--- src/rtl/floating_point_unit_pkg.sv ---
// Shared FPU types: converter micro-ops, rounding side-band and the
// converter arbiter result record.
package floating_point_unit_pkg;

    localparam int unsigned FCVT_DATA_W    = 32;
    localparam int unsigned FCVT_TAG_MAX_W = 16;

    typedef enum logic [0:0] {
        INT2FLOAT = 1'b0,
        FLOAT2INT = 1'b1
    } fcvt_uop_t;

    typedef struct packed {
        logic guard;
        logic round;
        logic sticky;
    } round_bits_t;

    typedef logic [0:0] fcvt_req_id_t;

    // Tag is held zero-extended so one record type serves any TAG_WIDTH up to the max
    typedef struct packed {
        logic [FCVT_DATA_W-1:0]    result;
        logic [FCVT_TAG_MAX_W-1:0] tag;
        fcvt_req_id_t              req_id;
        logic                      round_enable;
        logic                      inexact;
        logic                      overflow;
        logic                      underflow;
        round_bits_t               round_bits;
    } fcvt_result_t;

    localparam int unsigned FCVT_RESULT_W = $bits(fcvt_result_t);

endpackage

--- src/rtl/fcvt_arbiter_sync_fifo.sv ---
// Synchronous FIFO with occupancy count; pointers wrap modulo a
// power-of-two depth, read data is the head entry.
module sync_fifo #(
    parameter int unsigned WIDTH = 8,
    parameter int unsigned DEPTH = 2
) (
    input  logic                     i_clk,
    input  logic                     i_rst,
    input  logic                     i_push,
    input  logic [WIDTH-1:0]         i_data,
    input  logic                     i_pop,
    output logic [WIDTH-1:0]         o_data,
    output logic                     o_full,
    output logic                     o_empty,
    output logic [$clog2(DEPTH):0]   o_count
);

    localparam int unsigned PTR_W = $clog2(DEPTH);
    localparam int unsigned CNT_W = PTR_W + 1;

    logic [WIDTH-1:0] r_mem [DEPTH];
    logic [PTR_W-1:0] r_wr_ptr;
    logic [PTR_W-1:0] r_rd_ptr;
    logic [CNT_W-1:0] r_count;
    logic             w_do_push;
    logic             w_do_pop;

    assign w_do_push = i_push && !o_full;
    assign w_do_pop  = i_pop && !o_empty;

    always_ff @(posedge i_clk) begin
        if (i_rst) begin
            r_wr_ptr <= '0;
            r_rd_ptr <= '0;
            r_count  <= '0;
        end else begin
            if (w_do_push) r_wr_ptr <= r_wr_ptr + PTR_W'(1);
            if (w_do_pop)  r_rd_ptr <= r_rd_ptr + PTR_W'(1);
            r_count <= r_count + CNT_W'(w_do_push) - CNT_W'(w_do_pop);
        end
    end

    // Storage needs no reset; validity is tracked by the count
    always_ff @(posedge i_clk) begin
        if (w_do_push) r_mem[r_wr_ptr] <= i_data;
    end

    assign o_data  = r_mem[r_rd_ptr];
    assign o_full  = (r_count == CNT_W'(DEPTH));
    assign o_empty = (r_count == '0);
    assign o_count = r_count;

endmodule

--- src/rtl/fcvt_arbiter.sv ---
// Round-robin arbiter sharing one int<->float converter between two
// requesters, with credit-controlled result buffering.
module fcvt_arbiter
    import floating_point_unit_pkg::*;
#(
    parameter int unsigned TAG_WIDTH  = 6,
    parameter int unsigned FIFO_DEPTH = 2
) (
    input  logic                               clk_i,
    input  logic                               rst_i,
    input  logic [1:0]                         req_valid_i,
    output logic [1:0]                         req_ready_o,
    input  logic [1:0][FCVT_DATA_W-1:0]        req_operand_i,
    input  fcvt_uop_t [1:0]                    req_operation_i,
    input  logic [1:0]                         req_signed_i,
    input  logic [1:0][TAG_WIDTH-1:0]          req_tag_i,
    output logic [FCVT_DATA_W-1:0]             cvt_operand_o,
    output fcvt_uop_t                          cvt_operation_o,
    output logic                               cvt_signed_o,
    output logic                               cvt_valid_o,
    output logic                               cvt_clk_en_o,
    input  logic [FCVT_DATA_W-1:0]             cvt_result_i,
    input  logic                               cvt_valid_i,
    input  logic                               cvt_round_enable_i,
    input  logic                               cvt_inexact_i,
    input  logic                               cvt_overflow_i,
    input  logic                               cvt_underflow_i,
    input  round_bits_t                        cvt_round_bits_i,
    output logic                               res_valid_o,
    input  logic                               res_ready_i,
    output fcvt_result_t                       res_data_o
);

    localparam int unsigned CNT_W = $clog2(FIFO_DEPTH) + 1;

    fcvt_req_id_t           r_prio;
    logic                   r_inflight;
    logic [TAG_WIDTH-1:0]   r_tag;
    fcvt_req_id_t           r_id;
    logic                   r_post_rst;
    logic                   r_err;

    logic [1:0]             w_grant;
    logic                   w_issue;
    fcvt_req_id_t           w_win;
    logic                   w_credit_ok;
    logic                   w_push;
    logic                   w_pop;
    logic                   w_full;
    logic                   w_empty;
    logic [CNT_W-1:0]       w_count;
    fcvt_result_t           w_push_data;
    fcvt_result_t           w_head;

    // A slot is reserved for the in-flight result so nothing is ever dropped
    assign w_credit_ok = (32'(w_count) + 32'(r_inflight)) < 32'(FIFO_DEPTH);

    always_comb begin
        w_grant = 2'b00;
        if (!rst_i && w_credit_ok) begin
            case (req_valid_i)
                2'b01:   w_grant = 2'b01;
                2'b10:   w_grant = 2'b10;
                2'b11:   w_grant = r_prio[0] ? 2'b10 : 2'b01;
                default: w_grant = 2'b00;
            endcase
        end
    end

    assign w_issue         = |w_grant;
    assign w_win           = w_grant[1];
    assign req_ready_o     = w_grant;
    assign cvt_valid_o     = w_issue;
    assign cvt_clk_en_o    = w_issue;
    assign cvt_operand_o   = req_operand_i[w_win];
    assign cvt_operation_o = req_operation_i[w_win];
    assign cvt_signed_o    = req_signed_i[w_win];

    // Priority only moves on contention; a lone requester leaves it untouched
    always_ff @(posedge clk_i) begin
        if (rst_i) begin
            r_prio     <= '0;
            r_inflight <= 1'b0;
            r_tag      <= '0;
            r_id       <= '0;
            r_post_rst <= 1'b1;
            r_err      <= 1'b0;
        end else begin
            r_post_rst <= 1'b0;
            r_inflight <= w_issue;
            if (w_issue) begin
                r_tag <= req_tag_i[w_win];
                r_id  <= w_win;
            end
            if (w_issue && (req_valid_i == 2'b11)) r_prio <= ~w_win;
            if (cvt_valid_i && !r_inflight && !r_post_rst) r_err <= 1'b1;
        end
    end

    assign w_push = cvt_valid_i && r_inflight && !rst_i;
    assign w_pop  = res_valid_o && res_ready_i;

    always_comb begin
        w_push_data              = '0;
        w_push_data.result       = cvt_result_i;
        w_push_data.tag          = FCVT_TAG_MAX_W'(r_tag);
        w_push_data.req_id       = r_id;
        w_push_data.round_enable = cvt_round_enable_i;
        w_push_data.inexact      = cvt_inexact_i;
        w_push_data.overflow     = cvt_overflow_i;
        w_push_data.underflow    = cvt_underflow_i;
        w_push_data.round_bits   = cvt_round_bits_i;
    end

    sync_fifo #(
        .WIDTH (FCVT_RESULT_W),
        .DEPTH (FIFO_DEPTH)
    ) u_res_fifo (
        .i_clk   (clk_i),
        .i_rst   (rst_i),
        .i_push  (w_push),
        .i_data  (w_push_data),
        .i_pop   (w_pop),
        .o_data  (w_head),
        .o_full  (w_full),
        .o_empty (w_empty),
        .o_count (w_count)
    );

    assign res_valid_o = !w_empty && !rst_i;
    assign res_data_o  = w_head;

    a_no_orphan_result: assert property (@(posedge clk_i) disable iff (rst_i) !r_err);
    a_no_push_on_full:  assert property (@(posedge clk_i) disable iff (rst_i) !(w_push && w_full));

endmodule

--- config.mk ---
export PLATFORM = sky130hd
export DESIGN_NAME = fcvt_arbiter
export DESIGN_NICKNAME = d
export VERILOG_FILES = /design/src/rtl/floating_point_unit_pkg.sv /design/src/rtl/fcvt_arbiter_sync_fifo.sv /design/src/rtl/fcvt_arbiter.sv
export SDC_FILE = /design/constraint.sdc
export NUM_CORES = 1
export LEC_CHECK = 0
export CAP_MARGIN = 20
export CORE_UTILIZATION = 37
export CTS_CLUSTER_SIZE = 20
export DETAILED_ROUTE_END_ITERATION = 16
export PLACE_DENSITY = 0.74
export SLEW_MARGIN = 10
export SYNTH_ARGS = -nofsm -noshare
export SYNTH_HDL_FRONTEND = slang
export SYNTH_SLANG_ARGS = --single-unit
export TNS_END_PERCENT = 10
--- constraint.sdc ---
create_clock -name clk_i -period 2.05 [get_ports clk_i]
set_input_delay 0.205 -clock clk_i [delete_from_list [all_inputs] [get_ports clk_i]]
set_output_delay 0.205 -clock clk_i [all_outputs]
set_load 0.03 [all_outputs]
# After elaboration in Yosys (flattened, before gate mapping)
# Memory sizes are Yosys's and may differ from the RTL's. A register that Yosys moved wholly into a read port is not among the register bits.
# Index checks and enable logic that the tools add are counted.
[word_totals] in_bits=125 mem_count=1 ff_bits=13 output_inout_bits=95 ram_bits=92
[op_classes] magnitude_cmp=2 reduce_logical=13 bitwise_logic=1 addsub=5 eq_ne=4 muxes=15
[memory_table] memory="u_res_fifo.r_mem" words=2 word_bits=46 rd=1 rd_ports_with_merged_regs=1 wr=1 line="fcvt_arbiter_sync_fifo.sv:21" text="logic [WIDTH-1:0] r_mem [DEPTH];"
[op_table] op="32-bit two-way mux" count=2
[op_table] op="6-bit two-way mux" count=2
[op_table] op="1-bit logical AND" count=8
[op_table] op="1-bit two-way mux" count=8
[op_table] op="2-bit equality test, second input constant" count=3
[op_table] op="2-bit one-hot mux with 3 select lines" count=1
[op_table] op="2-bit two-way mux" count=2
[op_table] op="2-bit by 1-bit adder with 3-bit output" count=1
[op_table] op="1-bit zero test" count=3
[op_table] op="3-bit by 2-bit < comparator with 1-bit output, second input constant" count=1
[op_table] op="1-bit adder, second input constant" count=2
[op_table] op="2-bit by 1-bit adder with 2-bit output" count=1
[op_table] op="2-bit by 1-bit equality test with 1-bit output, second input constant" count=1
[op_table] op="2-bit zero test" count=1
[op_table] op="1-bit by 2-bit < comparator with 1-bit output, second input constant" count=1
[op_table] op="2-bit OR reduction" count=1
[op_table] op="2-bit by 1-bit subtractor with 2-bit output" count=1
[op_table] op="1-bit NOT" count=1

# Depth between registers and ports, before layout
[depth] word_depth=7 mapped_depth=8

# Hierarchy
# Synthesis repeated with hierarchy kept, for this count alone.
[unflattened] hier_cells=300 area_unflattened_um2=5332.6
[modules_own_cells] mod="sync_fifo" n_inst=1 seq_area_each_um2=3463.3 area_per_inst_um2=4284.1 cells_each=201
[modules_own_cells] mod="fcvt_arbiter" n_inst=1 seq_area_each_um2=180.2 area_per_inst_um2=1048.5 cells_each=99

# Least setup slack after synthesis
# No wires, ideal clock.
[synth_timing] kind="flip-flop to flip-flop" from="register r_inflight" to="memory u_res_fifo.r_mem[1][0] in the netlist's numbering (enable)" t_arrival_ns=1.748 synth_period_minus_slack_ns=2.156 n_path_buf=0 slack_ns=-0.106 path_stages_with_launch=3 setup_time_ns=0.408 cell_sequence="dfxtp_1 -> and3b_1 -> and3_1"
[synth_between] elab_chain_len=5
[synth_rtl] element="start: declaration" line="fcvt_arbiter.sv:37" text="logic r_inflight;"
[synth_rtl] element="start signal: assignment" line="fcvt_arbiter.sv:90" text="r_inflight <= w_issue;"
[synth_rtl] element="1-bit logical AND (2 in a row)" line="fcvt_arbiter.sv:100" text="assign w_push = cvt_valid_i && r_inflight && !rst_i;"
[synth_rtl] element="1-bit logical AND" line="fcvt_arbiter_sync_fifo.sv:28" text="assign w_do_push = i_push && !o_full;"
[synth_rtl] element="1-bit two-way mux" line="fcvt_arbiter_sync_fifo.sv:45" text="if (w_do_push) r_mem[r_wr_ptr] <= i_data;"
[synth_rtl] element="1-bit two-way mux (implied by the code)" line="fcvt_arbiter_sync_fifo.sv:45"
[synth_rtl] element="end: declaration" line="fcvt_arbiter_sync_fifo.sv:21"
# No other way between the ends.

# Worst setup path in the final report
[layout_timing] from="register u_res_fifo.r_count[0] (netlist: u_res_fifo.o_count[0])" to="output port cvt_signed_o"
[layout_between] elab_chain_len=6
[layout_rtl] element="start: declaration" line="fcvt_arbiter_sync_fifo.sv:24" text="logic [CNT_W-1:0] r_count;"
[layout_rtl] element="start signal: assignment" line="fcvt_arbiter_sync_fifo.sv:39" text="r_count <= r_count + CNT_W'(w_do_push) - CNT_W'(w_do_pop);"
[layout_rtl] element="2-bit by 1-bit adder with 3-bit output" line="fcvt_arbiter.sv:56" text="assign w_credit_ok = (32'(w_count) + 32'(r_inflight)) < 32'(FIFO_DEPTH);"
[layout_rtl] element="3-bit by 2-bit < comparator with 1-bit output" line="fcvt_arbiter.sv:56"
[layout_rtl] element="1-bit logical AND" line="fcvt_arbiter.sv:60" text="if (!rst_i && w_credit_ok) begin"
[layout_rtl] element="2-bit two-way mux" line="fcvt_arbiter.sv:60"
[layout_rtl] element="1-bit two-way mux (implied by the code) (2 in a row)" line="fcvt_arbiter.sv:77" text="assign cvt_signed_o = req_signed_i[w_win];"
[layout_rtl] element="end: declaration" line="fcvt_arbiter.sv:19" text="output logic cvt_signed_o,"
# No other way between the ends. The select of a mux whose other input is x is not followed.

==> reports/qor.yml <==
synth:
  yosys_warnings: 0
  synth_area_leaders: "edfxtp_1 (59%), mux2_2 (13%), mux2_4 (9.0%)"
  synth_area_leader_cell: "edfxtp_1"
  synth-async-reset-ratio_pct: 0
  synth_area_sq_um: 4660
  synth_area_per_cell_sq_um: 16.7
  synth-seq-cells: 106
  yosysSeqAreaShare_pct: 65.3
  syn_inst: 280
  synth_top_cell_area_share_pct: 59.2
  yosysUniqueCellTypes: 33
  ys.flop_type: "edfxtp_1"
  synth-edff-count: 92
grt:
  overflow: 0
  antenna_found_initial: 1
  grt.total_usage_pct: 18.0
  grt_max_degree: 47
  grt_pass1_vias: 3373
  grt_pass1_wl_um: 17200
clock_tree:
  cts_buffers: 9
  numClockSinks: 106
  cts_root_buffer: "clkbuf_16"
  clk_pin_slew_ps: 70
  clockBufferDepth: 2
  cts_tree: "done"
  clk_latency_ps: 330
  hold_buffers: 0
  htreeDepth: 3
  cts_setup_buffers: 0
final_layout:
  drive_gt1_share_pct: 32.4
  final_nets: 635
  area_growth_pct: 56.5
routing:
  detail_route.vias_per_cell: 4.74
  drt_pass1_iterations: 4
  ant_nets: 0
  drtIter0Drc: 180
  wl_um: 11500
  via_count: 3229
  drc_errors: 0
  post_drt_wl_per_cell_um: 16.9
critical_path:
  crit_top_cell: "buf_12"
  crit_path_end: "cvt_signed_o"
  critPathMaxFanout: 23
  slowest_delay_ps: 340
  rrSetupSlack_ps: 300
  critPathRequiredTime_ps: 1850
  crit_start: "u_res_fifo.o_count[0]"
  cp-start-kind: "register"
  cp-end-kind: "output port"
  r2r-end: "u_res_fifo.o_count[1]"
  crit_family: "buffers and inverters"
  worstSetupPathType: "register to output port"
  cp.depth: 6
  cp.arrival_ps: 1900
  reg2reg_depth: 9
  cp_cell_sequence: "a211oi_4 > nand3_4 > buf_12 > buf_4 > mux2_2 > buf_12"
  r2r_start: "u_res_fifo.o_count[1]"
  worst-path-buf-inv: 3
  critPathSlowestCell: "dfxtp_2"
sta:
  setup_viol: 21
  fin_crit_ps: 2110
  rsz0062_at_grt: "true"
  fin_crit_sh_pct: 103
  clock_skew_ps: 4.94
  fmax_mhz: 475
  fin_ws_ps: -55.5
  fin_setup_tns_ps: -426
  hold_viol_final: 0
  finalMaxSlewViolations: 0
floorplanning:
  io_pins: 220
  initial_core_util_pct: 38.3
  die_w_um: 114
  die_y_um: 114
  fp-row-count: 40
  core_sq_um: 12200
  die-area_sq_um: 13100
place:
  io_buffers: 209
  dp_hpwl_um: 8850
  place_congestion: 0.814
worst_hold_path:
  hold_path.class: "input port to register"
  hold_path.startpoint: "cvt_result_i[13]"
power_and_ir_drop:
  ir_drop_v: 0.000361
  total_power_mw: 5.02
  p_leak_nw: 2.81
  power_density_nw_per_um2: 688
job:
  maxCapViolations: 0
run_status:
  status: "finished, violations left"
  violations: "negative setup slack"
-- area by class of cell --
type,instances,area [sq um]
Fill cell,1004,4860
Sequential cell,106,3050
Timing Repair Buffer,233,2280
Multi-Input combinational cell,150,1470
Clock buffer,10,229
Tap cell,168,210
Clock inverter,5,31.3
Inverter,8,30.0
Antenna cell,1,2.50
-- logic make-up after synthesis --
logic type,after synthesis,share of synthesized area [%]
buf+inv,33,4.16
simple gates,28,3.78
compound gates,29,4.43
xor+xnor,1,0.188
flops,106,65.3
mux,80,21.6
other cells,1,0.0804
fa+ha+maj,2,0.537
-- worst min-delay path by stage --
stage          slack (ps)                       to  depth (start not counted)
6_report              450  u_res_fifo.r_mem[0][27]                          1
5_1_grt               430  u_res_fifo.r_mem[1][19]                          1
4_1_cts               430  u_res_fifo.r_mem[1][16]                          1
3_5_place_dp          450   u_res_fifo.r_mem[1][8]                          0
3_3_place_gp          440   u_res_fifo.r_mem[0][8]                          0
2_1_floorplan         280    u_res_fifo.o_count[0]                          1
-- stage by stage --
stage / instance area [sq um] / setup slack, ps / hold slack (ps) / cells / util, %
2_1_floorplan: 4700 / 58.7 / 277 / 289 / -
3_3_place_gp: 7090 / -320 / 437 / 665 / 58.3
3_5_place_dp: 7090 / -332 / 445 / 665 / 58.3
4_1_cts: 7290 / -69.1 / 433 / 680 / 60.0
5_1_grt: 7300 / -123 / 431 / 681 / 60.0
6_report: 7300 / -55.5 / 449 / 681 / 60.0
-- cells in the final DEF (no fill, tap or decap), types with 2 or more instances in the layout --
master and instances:
nor2_1 2, dlygate4sd2_1 46, inv_1 7, buf_4 22, and2_1 3, nand2b_1 3, clkinv_2 3, buf_2 8
or3_1 2, ha_1 2, buf_6 3, buf_12 7, edfxtp_1 92, o31ai_1 6, nor2b_1 2, mux2_4 28
mux2_2 52, dfxtp_2 2, a21oi_1 10, a311oi_1 6, clkdlybuf4s50_1 124, dfxtp_1 12, clkdlybuf4s15_2 23, nand2_1 2
clkbuf_16 9, o21ai_0 3, conb_1 10, nand4_1 6
-- repair_timing --
action,4_1_cts,5_1_grt
hold endpoints to repair,0,0
setup endpoints to repair,80,30
gates resized for setup,156,5
pin swaps,1,0
-- where the power goes --
group / switching [mW] / internal [mW]
combinational: 0.521 / 0.544
clock: 0.704 / 0.814
sequential: 0.0265 / 2.41
-- sequential cells by signal, indices dropped and copies added, names as in the netlist, named ones only --
| signal | flops |
|---|---|
| r_id | 1 |
| r_inflight | 1 |
| r_prio | 1 |
| r_tag | 6 |
| u_res_fifo.o_count | 2 |
| u_res_fifo.r_mem | 92 |
| u_res_fifo.r_rd_ptr | 1 |
| u_res_fifo.r_wr_ptr | 1 |
-- synth_stat cells, types with 2 or more instances --
cell type  number
and3_1          2
a21oi_1        10
dfxtp_1        14
buf_2           5
mux2_4         28
ha_1            2
a311oi_1        6
mux2_2         52
and2_1          4
clkbuf_1        6
nand4_1         6
nand2_1         2
nor2b_1         2
inv_1           8
o31ai_1         6
nor2_1          2
or3_1           2
buf_6           3
o21ai_0         3
edfxtp_1       92
buf_4          11
nand2b_1        3
-- metal layers --
metal / global-route usage (%) / routed length, um / up-vias / part of all wire (%)
li1: - / - / 1515 / -
met1: 17.4 / 4030 / 1542 / 35
met2: 33.9 / 6280 / 152 / 55
met3: 6.41 / 902 / 18 / 7.8
met4: 8.23 / 302 / 2 / 2.6
met5: 0 / 5 / - / 0.043
Note: power is estimated with default switching activity, not from simulation.
